## config.mk

```make
export PLATFORM = sky130hd
export DESIGN_NAME = or1200_ss_retchk
export DESIGN_NICKNAME = d
export VERILOG_FILES = /design/src/rtl/or1200_ss_retchk_pkg.sv /design/src/rtl/or1200_ss_log_fifo.sv /design/src/rtl/or1200_ss_retchk.sv
export SDC_FILE = /design/constraint.sdc
export NUM_CORES = 1
export LEC_CHECK = 0
export ABC_AREA = 1
export CAP_MARGIN = 40
export CORE_MARGIN = 10
export CORE_UTILIZATION = 41
export DETAILED_ROUTE_END_ITERATION = 10
export SYNTH_ARGS = -nofsm -noshare
export SYNTH_HDL_FRONTEND = slang
export SYNTH_HIERARCHICAL = 1
export SYNTH_SLANG_ARGS = --single-unit
```

## constraint.sdc

```tcl
create_clock -name clk -period 7.9 [get_ports clk]
set_input_delay 0.79 -clock clk [delete_from_list [all_inputs] [get_ports clk]]
set_output_delay 0.79 -clock clk [all_outputs]
set_load 0.01 [all_outputs]
```

## src/rtl/or1200_ss_retchk_pkg.sv

```systemverilog
// Shared types for the shadow-stack return checker:
// violation kinds, checker states and the log entry layout.
package or1200_ss_retchk_pkg;

    typedef enum logic [1:0] {
        SS_KIND_MISMATCH  = 2'd0,
        SS_KIND_UNDERFLOW = 2'd1,
        SS_KIND_TIMEOUT   = 2'd2,
        SS_KIND_ORPHAN    = 2'd3
    } ss_kind_e;

    typedef enum logic [1:0] {
        SS_CHK_IDLE  = 2'd0,
        SS_CHK_WAIT  = 2'd1,
        SS_CHK_CMP   = 2'd2,
        SS_CHK_RAISE = 2'd3
    } ss_chk_e;

    typedef struct packed {
        ss_kind_e    kind;
        logic [31:0] pc;
        logic [31:0] exp_ra;
        logic [31:0] act;
    } ss_log_t;

    localparam int LOG_W = $bits(ss_log_t);

    function automatic logic [7:0] sat8_add(input logic [7:0] a,
                                            input logic [1:0] n);
        logic [8:0] s;
        s = {1'b0, a} + {7'b0, n};
        return s[8] ? 8'hFF : s[7:0];
    endfunction

endpackage

```

## src/rtl/or1200_ss_log_fifo.sv

```systemverilog
// First-word-fall-through violation log; a write while full is
// dropped and latched in a sticky overflow flag.
module or1200_ss_log_fifo #(
    parameter int WIDTH = 98,
    parameter int DEPTH = 8
) (
    input  logic             clk,
    input  logic             rst,
    input  logic             clr,
    input  logic             wr,
    input  logic [WIDTH-1:0] wdata,
    input  logic             rd,
    output logic [WIDTH-1:0] rdata,
    output logic             empty,
    output logic             full,
    output logic             ovf
);

    localparam int AW = $clog2(DEPTH);

    logic [WIDTH-1:0] r_mem [DEPTH];
    logic [AW:0]      r_wp;
    logic [AW:0]      r_rp;
    logic             r_ovf;
    logic             w_empty;
    logic             w_full;
    logic             w_do_rd;
    logic             w_do_wr;

    assign w_empty = (r_wp == r_rp);
    assign w_full  = (r_wp[AW] != r_rp[AW]) &&
                     (r_wp[AW-1:0] == r_rp[AW-1:0]);
    assign w_do_rd = rd && !w_empty;
    // A read in the same cycle frees the slot the write needs
    assign w_do_wr = wr && (!w_full || w_do_rd);

    always_ff @(posedge clk) begin
        if (rst || clr) begin
            r_wp  <= '0;
            r_rp  <= '0;
            r_ovf <= 1'b0;
        end else begin
            if (w_do_wr) r_wp <= r_wp + {{AW{1'b0}}, 1'b1};
            if (w_do_rd) r_rp <= r_rp + {{AW{1'b0}}, 1'b1};
            if (wr && !w_do_wr) r_ovf <= 1'b1;
        end
    end

    always_ff @(posedge clk) begin
        if (!rst && !clr && w_do_wr) r_mem[r_wp[AW-1:0]] <= wdata;
    end

    assign rdata = w_empty ? '0 : r_mem[r_rp[AW-1:0]];
    assign empty = w_empty;
    assign full  = w_full;
    assign ovf   = r_ovf;

endmodule

```

## src/rtl/or1200_ss_retchk.sv

```systemverilog
// Pairs shadow-stack pops with resolved l.jr r9 targets, logs
// violations and requests an exception from the except unit.
module or1200_ss_retchk
    import or1200_ss_retchk_pkg::*;
#(
    parameter int LOG_DEPTH = 8,
    parameter int TMO_CYC   = 15,
    parameter bit EXC_EN    = 1'b1
) (
    input  logic        clk,
    input  logic        rst,
    input  logic        ex_freeze,
    input  logic        pop_vld,
    input  logic [31:0] pop_ra,
    input  logic        pop_undf,
    input  logic        ret_vld,
    input  logic [31:0] ret_pc,
    input  logic [31:0] ret_tgt,
    input  logic        except_ack,
    input  logic        log_rd,
    input  logic        log_clr,
    output logic        except_req,
    output logic        chk_busy,
    output logic        log_empty,
    output logic        log_full,
    output logic [1:0]  log_kind,
    output logic [31:0] log_pc,
    output logic [31:0] log_exp,
    output logic [31:0] log_act,
    output logic        log_ovf,
    output logic [15:0] viol_cnt,
    output logic [7:0]  lost_cnt
);

    ss_chk_e     r_state;
    ss_chk_e     w_nxt;
    logic [31:0] r_exp;
    logic        r_undf;
    logic [31:0] r_pc;
    logic [31:0] r_act;
    logic        r_tmo;
    logic [7:0]  r_timer;
    logic        r_pnd_vld;
    logic [31:0] r_pnd_ra;
    logic        r_pnd_undf;
    logic [15:0] r_viol;
    logic [7:0]  r_lost;

    logic        w_pop;
    logic        w_ret;
    logic        w_cmp_viol;
    ss_log_t     w_cmp_ent;
    ss_log_t     w_ent;
    ss_log_t     w_head;
    logic [LOG_W-1:0] w_rdata;
    logic        w_wr;
    logic        w_cap_pop;
    logic        w_cap_ret;
    logic        w_ld_pnd;
    logic        w_tmo_set;
    logic        w_tmr_clr;
    logic        w_tmr_inc;
    logic        w_pnd_set;
    logic        w_pnd_clr;
    logic [1:0]  w_lost_n;

    assign w_pop = pop_vld && !ex_freeze;
    assign w_ret = ret_vld && !ex_freeze;

    assign w_cmp_viol = r_undf || r_tmo || (r_exp != r_act);

    always_comb begin
        w_cmp_ent = '0;
        w_cmp_ent.kind = r_undf ? SS_KIND_UNDERFLOW :
                         r_tmo  ? SS_KIND_TIMEOUT : SS_KIND_MISMATCH;
        w_cmp_ent.pc     = r_pc;
        w_cmp_ent.exp_ra = r_undf ? 32'h0 : r_exp;
        w_cmp_ent.act    = r_act;
    end

    always_ff @(posedge clk) begin
        if (rst) r_state <= SS_CHK_IDLE;
        else     r_state <= w_nxt;
    end

    always_comb begin
        w_nxt     = r_state;
        w_cap_pop = 1'b0;
        w_cap_ret = 1'b0;
        w_ld_pnd  = 1'b0;
        w_tmo_set = 1'b0;
        w_tmr_clr = 1'b0;
        w_tmr_inc = 1'b0;
        w_pnd_set = 1'b0;
        w_pnd_clr = 1'b0;
        w_wr      = 1'b0;
        w_ent     = '0;
        w_lost_n  = 2'd0;
        unique case (r_state)
            SS_CHK_IDLE: begin
                if (w_pop) begin
                    w_cap_pop = 1'b1;
                    if (w_ret) begin
                        w_cap_ret = 1'b1;
                        w_nxt     = SS_CHK_CMP;
                    end else begin
                        w_tmr_clr = 1'b1;
                        w_nxt     = SS_CHK_WAIT;
                    end
                end
            end
            SS_CHK_WAIT: begin
                if (w_ret) begin
                    // Return belongs to the older pop; a new one waits
                    w_cap_ret = 1'b1;
                    w_pnd_set = w_pop;
                    w_nxt     = SS_CHK_CMP;
                end else if (w_pop) begin
                    w_wr         = 1'b1;
                    w_ent.kind   = SS_KIND_ORPHAN;
                    w_ent.exp_ra = r_undf ? 32'h0 : r_exp;
                    w_cap_pop    = 1'b1;
                    w_tmr_clr    = 1'b1;
                end else if (!ex_freeze) begin
                    if (r_timer == 8'(TMO_CYC - 1)) begin
                        w_tmo_set = 1'b1;
                        w_nxt     = SS_CHK_CMP;
                    end else begin
                        w_tmr_inc = 1'b1;
                    end
                end
            end
            SS_CHK_CMP: begin
                w_pnd_clr = 1'b1;
                if (w_cmp_viol) begin
                    w_wr  = 1'b1;
                    w_ent = w_cmp_ent;
                end
                if (w_cmp_viol && EXC_EN) begin
                    w_nxt    = SS_CHK_RAISE;
                    w_lost_n = {1'b0, r_pnd_vld} + {1'b0, w_pop};
                end else if (r_pnd_vld) begin
                    w_ld_pnd  = 1'b1;
                    w_tmr_clr = 1'b1;
                    w_lost_n  = {1'b0, w_pop};
                    w_nxt     = SS_CHK_WAIT;
                end else if (w_pop) begin
                    w_cap_pop = 1'b1;
                    w_tmr_clr = 1'b1;
                    w_nxt     = SS_CHK_WAIT;
                end else begin
                    w_nxt = SS_CHK_IDLE;
                end
            end
            SS_CHK_RAISE: begin
                w_lost_n = {1'b0, w_pop};
                if (except_ack) w_nxt = SS_CHK_IDLE;
            end
            default: w_nxt = SS_CHK_IDLE;
        endcase
    end

    always_ff @(posedge clk) begin
        if (rst) begin
            r_exp      <= '0;
            r_undf     <= 1'b0;
            r_pc       <= '0;
            r_act      <= '0;
            r_tmo      <= 1'b0;
            r_timer    <= '0;
            r_pnd_vld  <= 1'b0;
            r_pnd_ra   <= '0;
            r_pnd_undf <= 1'b0;
        end else begin
            if (w_cap_pop) begin
                r_exp  <= pop_ra;
                r_undf <= pop_undf;
            end else if (w_ld_pnd) begin
                r_exp  <= r_pnd_ra;
                r_undf <= r_pnd_undf;
            end
            if (w_cap_ret) begin
                r_pc  <= ret_pc;
                r_act <= ret_tgt;
                r_tmo <= 1'b0;
            end else if (w_tmo_set) begin
                r_pc  <= '0;
                r_act <= '0;
                r_tmo <= 1'b1;
            end
            if (w_tmr_clr)      r_timer <= '0;
            else if (w_tmr_inc) r_timer <= r_timer + 8'd1;
            if (w_pnd_set) begin
                r_pnd_vld  <= 1'b1;
                r_pnd_ra   <= pop_ra;
                r_pnd_undf <= pop_undf;
            end else if (w_pnd_clr) begin
                r_pnd_vld <= 1'b0;
            end
        end
    end

    always_ff @(posedge clk) begin
        if (rst || log_clr) begin
            r_viol <= '0;
            r_lost <= '0;
        end else begin
            if (w_wr && r_viol != 16'hFFFF) r_viol <= r_viol + 16'd1;
            r_lost <= sat8_add(r_lost, w_lost_n);
        end
    end

    or1200_ss_log_fifo #(
        .WIDTH (LOG_W),
        .DEPTH (LOG_DEPTH)
    ) u_log (
        .clk   (clk),
        .rst   (rst),
        .clr   (log_clr),
        .wr    (w_wr),
        .wdata (w_ent),
        .rd    (log_rd),
        .rdata (w_rdata),
        .empty (log_empty),
        .full  (log_full),
        .ovf   (log_ovf)
    );

    assign w_head     = w_rdata;
    assign log_kind   = w_head.kind;
    assign log_pc     = w_head.pc;
    assign log_exp    = w_head.exp_ra;
    assign log_act    = w_head.act;
    assign except_req = (r_state == SS_CHK_RAISE);
    assign chk_busy   = (r_state != SS_CHK_IDLE);
    assign viol_cnt   = r_viol;
    assign lost_cnt   = r_lost;

endmodule
```

======== Word level (Yosys, flattened, before mapping) ========
Memories as Yosys holds them, arrays and structs flattened. A register that Yosys moved wholly into a read port is not among the register bits.
Index checks and enable logic that the tools add are counted.
cells by class
  add/sub/neg operators ................... 6
  equal/unequal tests ..................... 14
  muxes and demuxes ....................... 72
  reductions and logical operators ........ 27
operators with widths
  operator                                        number
  2-to-1 mux 32 bit                               10
  2-to-1 mux 98 bit                               2
  one-hot mux 32 bit (2 select lines)             1
  2-to-1 mux 1 bit                                35
  != test 32 bit                                  1
  2-to-1 mux 2 bit                                14
  adder 16 x 1 -> 16 bit (second input constant)  1
  != test 16 bit (second input constant)          1
  adder 8 x 2 -> 9 bit                            1
  logical AND 1 bit                               9
  != test 3 bit (second input constant)           3
  adder 4 x 1 -> 4 bit (second input constant)    2
  adder 8 x 1 -> 8 bit (second input constant)    1
  == test 8 x 4 -> 1 bit (second input constant)  1
  2-to-1 mux 8 bit                                1
  one-hot mux 2 bit (2 select lines)              2
  one-hot mux 2 bit (4 select lines)              1
  nonzero test 2 bit                              4
  logical NOT 1 bit                               6
  2-to-1 mux 3 bit                                2
  one-hot mux 1 bit (3 select lines)              2
  AND reduction 5 bit                             1
  == test 2 bit (second input constant)           2
  == test 4 bit                                   1
  9 further kinds                                 15
word-level totals
  bits in registers ....................... 175
  bits in writable memories ............... 784
  input bits .............................. 105
  word-level logic and storage cells ...... 135
  memories kept ........................... 1
memory list
  name         words  bits a word  read ports  clocked after memory_dff  wr ports  line                      text
  u_log.r_mem  8      98           1           1                         1         or1200_ss_log_fifo.sv:21  logic [WIDTH-1:0] r_mem [DEPTH];

======== Logic depth before layout (Yosys ltp) ========
  word-level depth ........................ 9
  mapped depth ............................ 23
  depth with buffers taken out ............ 23

======== Hierarchy ========
Netlist, hierarchy kept.
modules (own cells, without submodules)
  module              instances  cells an instance  area an instance (um^2)  sequential area each (um^2)
  or1200_ss_log_fifo  1          2514               31392.6                  23782.8
  or1200_ss_retchk    1          1421               9036.2                   3323.2

======== Worst setup path after synthesis ========
Ideal clock, no wire load.
  path type ............................... in2reg
  start ................................... input port ex_freeze
  end ..................................... memory u_log.r_mem[7][0], enable pin
  library setup time ...................... 0.555 ns
  data arrival time ....................... 6.363 ns
  setup slack ............................. 0.982 ns
  stages on the path ...................... 12
  path through ............................ inv_1 -> nand2_1 -> nor3_1 -> inv_1 -> nand2_2 -> nand2_1 -> buf_2 -> inv_1 -> inv_1 -> nor3_1 -> nand2_1 -> nor2_1
on the way
  longest elaborated chain between the ends .. 9
  elaborated cells on any way between the ends .. 10
ends and longest elaborated chain
  item                                      line                      text
  start: declaration                        or1200_ss_retchk.sv:12    input logic ex_freeze,
  logical NOT 1 bit *                       -
  logical AND 1 bit                         or1200_ss_retchk.sv:67    assign w_pop = pop_vld && !ex_freeze;
  2-to-1 mux 1 bit                          or1200_ss_retchk.sv:118   end else if (w_pop) begin
  2-to-1 mux 1 bit *                        or1200_ss_retchk.sv:113   if (w_ret) begin
  one-hot mux 1 bit (2 select lines) *      or1200_ss_retchk.sv:99    unique case (r_state)
  named net w_wr                            or1200_ss_retchk.sv:56    logic w_wr;
  logical AND 1 bit *                       or1200_ss_log_fifo.sv:35  assign w_do_wr = wr && (!w_full || w_do_rd);
  logical AND 1 bit *                       or1200_ss_log_fifo.sv:50  if (!rst && !clr && w_do_wr) r_mem[r_wp[AW-1:0]] <= wdata;
  2-to-1 mux 1 bit *                        or1200_ss_log_fifo.sv:50
  2-to-1 mux 1 bit (implied by the code) *  or1200_ss_log_fifo.sv:50
  end: declaration                          or1200_ss_log_fifo.sv:21
Mark *: on every way through the listed nets, which the timed path passes. The rest lies on a longest branch.

======== Final worst setup path ========
  start ................................... register r_undf
  end ..................................... memory u_log.r_mem[0][42], enable pin
on the way
  longest elaborated chain between the ends .. 8
ends and longest elaborated chain
  item                                    line                      text
  start: declaration                      or1200_ss_retchk.sv:38    logic r_undf;
  start signal: assignment                or1200_ss_retchk.sv:177   r_undf <= pop_undf;
  start signal: assignment                or1200_ss_retchk.sv:180   r_undf <= r_pnd_undf;
  logical OR 1 bit (2 in series)          or1200_ss_retchk.sv:70    assign w_cmp_viol = r_undf || r_tmo || (r_exp != r_act);
  2-to-1 mux 1 bit                        or1200_ss_retchk.sv:135   if (w_cmp_viol) begin
  one-hot mux 1 bit (2 select lines)      or1200_ss_retchk.sv:99
  named net w_wr                          or1200_ss_retchk.sv:56
  logical AND 1 bit                       or1200_ss_log_fifo.sv:35
  logical AND 1 bit                       or1200_ss_log_fifo.sv:50
  2-to-1 mux 1 bit                        or1200_ss_log_fifo.sv:50
  2-to-1 mux 1 bit (implied by the code)  or1200_ss_log_fifo.sv:50
The timed path passes the listed nets, and every way through them passes these cells.

==> flow_metrics.tcl <==
set metrics [dict create \
    critPathLaunch "r_undf" \
    combinationalPowerShare 0.120 \
    drt_iter0_drc 2883 \
    post-place-cells 5277 \
    rsz0062_at_grt "no" \
    cts_setup_buffers 0 \
    viasPerCell 5.26 \
    yosysSeqAreaShare 0.670 \
    syn_nets 4055 \
    async_reset_ff_frac 0 \
    area_delta_synth_final_pct 17.3 \
    nets 4213 \
    required_ns 8.25 \
    synth_warnings 6 \
    critPathArrivalTime_ns 5.48 \
    grt_pass1_wl_um 169000 \
    ys.flop_type "edfxtp_1" \
    first_pass_iters 5 \
    p_sw_frac 0.257 \
    antenna_left 0 \
    setup.worst_path.end_class "flop" \
    grt_max_degree 230 \
    antenna_found_initial 4 \
    pwr-share-clk 0.407 \
    p_sw_mw 3.05 \
    dieArea_mm2 0.112 \
    synth_area_mm2 0.0404 \
    skew_ns 0.0244 \
    synth_edf_count 784 \
    synth_largest_area_cell "edfxtp_1" \
    tightest_slew_ns 1.22 \
    wl_um 111000 \
    die_w_um 334 \
    ctsHoldBuffers 0 \
    crit_fanout 39 \
    grtUsageTotal 0.193 \
    finalHoldViolCount 0 \
    min_period_ns 5.14 \
    power_frac_seq 0.473 \
    hpwl_um 65300 \
    synth_most_common_cell "nor2_1" \
    clk_path_buf_depth 3 \
    drive_gt1_frac 0.0646 \
    route.vias.total 28800 \
    setup_viol 0 \
    cap_violations 0 \
    ir_worst_vdd_mv 0.168 \
    critPathKind "flop to flop" \
    syn_inst 3935 \
    worstSkewPairLatency_ns 0.67 \
    hp-class "flop to flop" \
    crit_path_end "u_log/r_mem[0][42]" \
    cts_inserted_buffers 101 \
    n_antenna_cell 0 \
    reg2reg_from "r_undf" \
    synth_area_leaders "edfxtp_1, dfxtp_1, nor2_1" \
    status "completed" \
    root_buffer "clkbuf_16" \
    grt_pass1_vias 27200 \
    synth.distinct_cells 35 \
    r2r-end "u_log/r_mem[0][42]" \
    finalMaxSlewViolations 0 \
    p_per_area_mw_per_mm2 250 \
    synth-seq-cells 962 \
    clk_pin_slew_ns 0.06 \
    intPower_mw 8.82 \
    worstSetupStartpointType "flop" \
    overflow 0 \
    layout.cells.non_filler 5468 \
    fill_cells 8984 \
    fin_crit_sh 0.650 \
    setup_tns_ns 0 \
    drc 0 \
    ios 232 \
    reg2reg_depth 17 \
    synth_area_per_cell_um2 10.3 \
    htreeDepth 3 \
    synth_top_area_share 0.582 \
    relSlewSlack 0.184 \
    tritoncts "built" \
    fmax_ghz 0.195 \
    fp-row-count 115 \
    routabilityCongestion 0.932 \
    wl_per_cell_um 20.4 \
    start_util 0.412 \
    die_h_um 334 \
    core_area_mm2 0.0981 \
    leakagePower_nw 17.4 \
    cts_resized 0 \
    cts.sinks 962 \
    synthTopCellsByCount "nor2_1, edfxtp_1, o21ai_0" \
    reg2reg_slack_ns 2.76 \
    io_buffers 231 \
]
## per-stage QoR
step / instance area (um^2) / utilization / hold slack (ns) / power, mW / setup WS, ns
2_1_floorplan: 40400 / - / 0.424 / 6.57 / 0.982
3_3_place_gp: 43600 / 0.444 / 0.432 / 7.10 / 2.24
3_5_place_dp: 44100 / 0.449 / 0.434 / 7.14 / 2.30
4_1_cts: 47400 / 0.483 / 0.444 / 12.0 / 2.77
5_1_grt: 47400 / 0.483 / 0.459 / 12.3 / 2.41
6_report: 47400 / 0.483 / 0.443 / 11.9 / 2.76
## final cells by class
class                   count  area (um^2)  share of cell area
clock buffers             133         2730              0.0575
clock inverters            58          653              0.0138
inverters                 234          888              0.0187
multi-input cells        2486        11300               0.238
flip-flops and latches    962        27100               0.572
well taps                1287         1610              0.0339
repair buffers            308         3140              0.0661
## worst min-delay path by stage
stage                     depth (start not counted)  slack (ns)    startpoint            to
after floorplan                                   2        0.42  r_pnd_ra[29]  r_pnd_ra[29]
after global placement                            2        0.43   r_pnd_ra[3]   r_pnd_ra[3]
after detailed placement                          2        0.43  r_pnd_ra[31]  r_pnd_ra[31]
after CTS                                         2        0.44  r_pnd_ra[31]  r_pnd_ra[31]
after global routing                              2        0.46  r_pnd_ra[29]  r_pnd_ra[29]
final                                             2        0.44  r_pnd_ra[26]  r_pnd_ra[26]
## metal layers
layer  wire length, um  global-route usage  share of wire  up-vias
met3              7670              0.0373          0.069      149
met1             50700               0.273           0.45    13900
li1                  -                   -              -    13800
met5                13                   0        0.00012        -
met4              2660              0.0520          0.024        2
met2             50400               0.301           0.45      900
## kinds of logic after synthesis
logic type / after synthesis / synth area share
compound gates: 903 / 0.112
xor+xnor: 32 / 0.00693
fa+ha+maj: 15 / 0.00483
buf+inv: 487 / 0.0521
flops: 962 / 0.670
simple gates: 1536 / 0.153
## power groups by stage
stage | combinational, mW | sequential (mW) | clock [mW]
floorplan | 0.862 | 5.71 | 0
global route | 1.57 | 5.62 | 5.12
global placement | 1.38 | 5.72 | 0
CTS | 1.42 | 5.61 | 4.92
finish | 1.43 | 5.62 | 4.83
detailed placement | 1.42 | 5.72 | 0
## critical path, stage by stage, from the launching register on
cell and delay, ns:
dfxtp_1 0.31, buf_4 0.36, inv_2 0.14, nand3_1 0.11, nor2_1 0.07, nand2_1 0.07
nor2_1 0.06, nand3_1 0.24, nand2_4 0.10, nand2_2 0.29, nand2_1 0.09, buf_4 0.28
inv_1 0.23, nand4_1 0.44, nor2_4 0.48, buf_4 0.65, buf_4 0.53, buf_12 0.28
## state kept, by name, summed over array words and instances, names as in the netlist, named ones only
signal / flops
lost_cnt: 8
r_act: 32
r_exp: 32
r_pc: 32
r_pnd_ra: 32
r_pnd_undf: 1
r_pnd_vld: 1
r_state: 2
r_timer: 8
r_tmo: 1
r_undf: 1
u_log/ovf: 1
u_log/r_mem: 784
u_log/r_rp: 4
u_log/r_wp: 4
viol_cnt: 16
## cell usage in the layout (no fill, tap or decap), drive strengths merged, types with 3 or more instances in the layout
cell	count
a21oi	164
buf	78
bufinv	12
clkbuf	133
clkdlybuf4s50	230
clkinv	41
clkinvlp	3
dfxtp	178
edfxtp	784
ha	14
inv	236
nand2	333
nand3	162
nand4	59
nor2	940
nor3	39
o21ai	732
xnor2	15
xor2	17
Power figures use the tool's default switching activity.
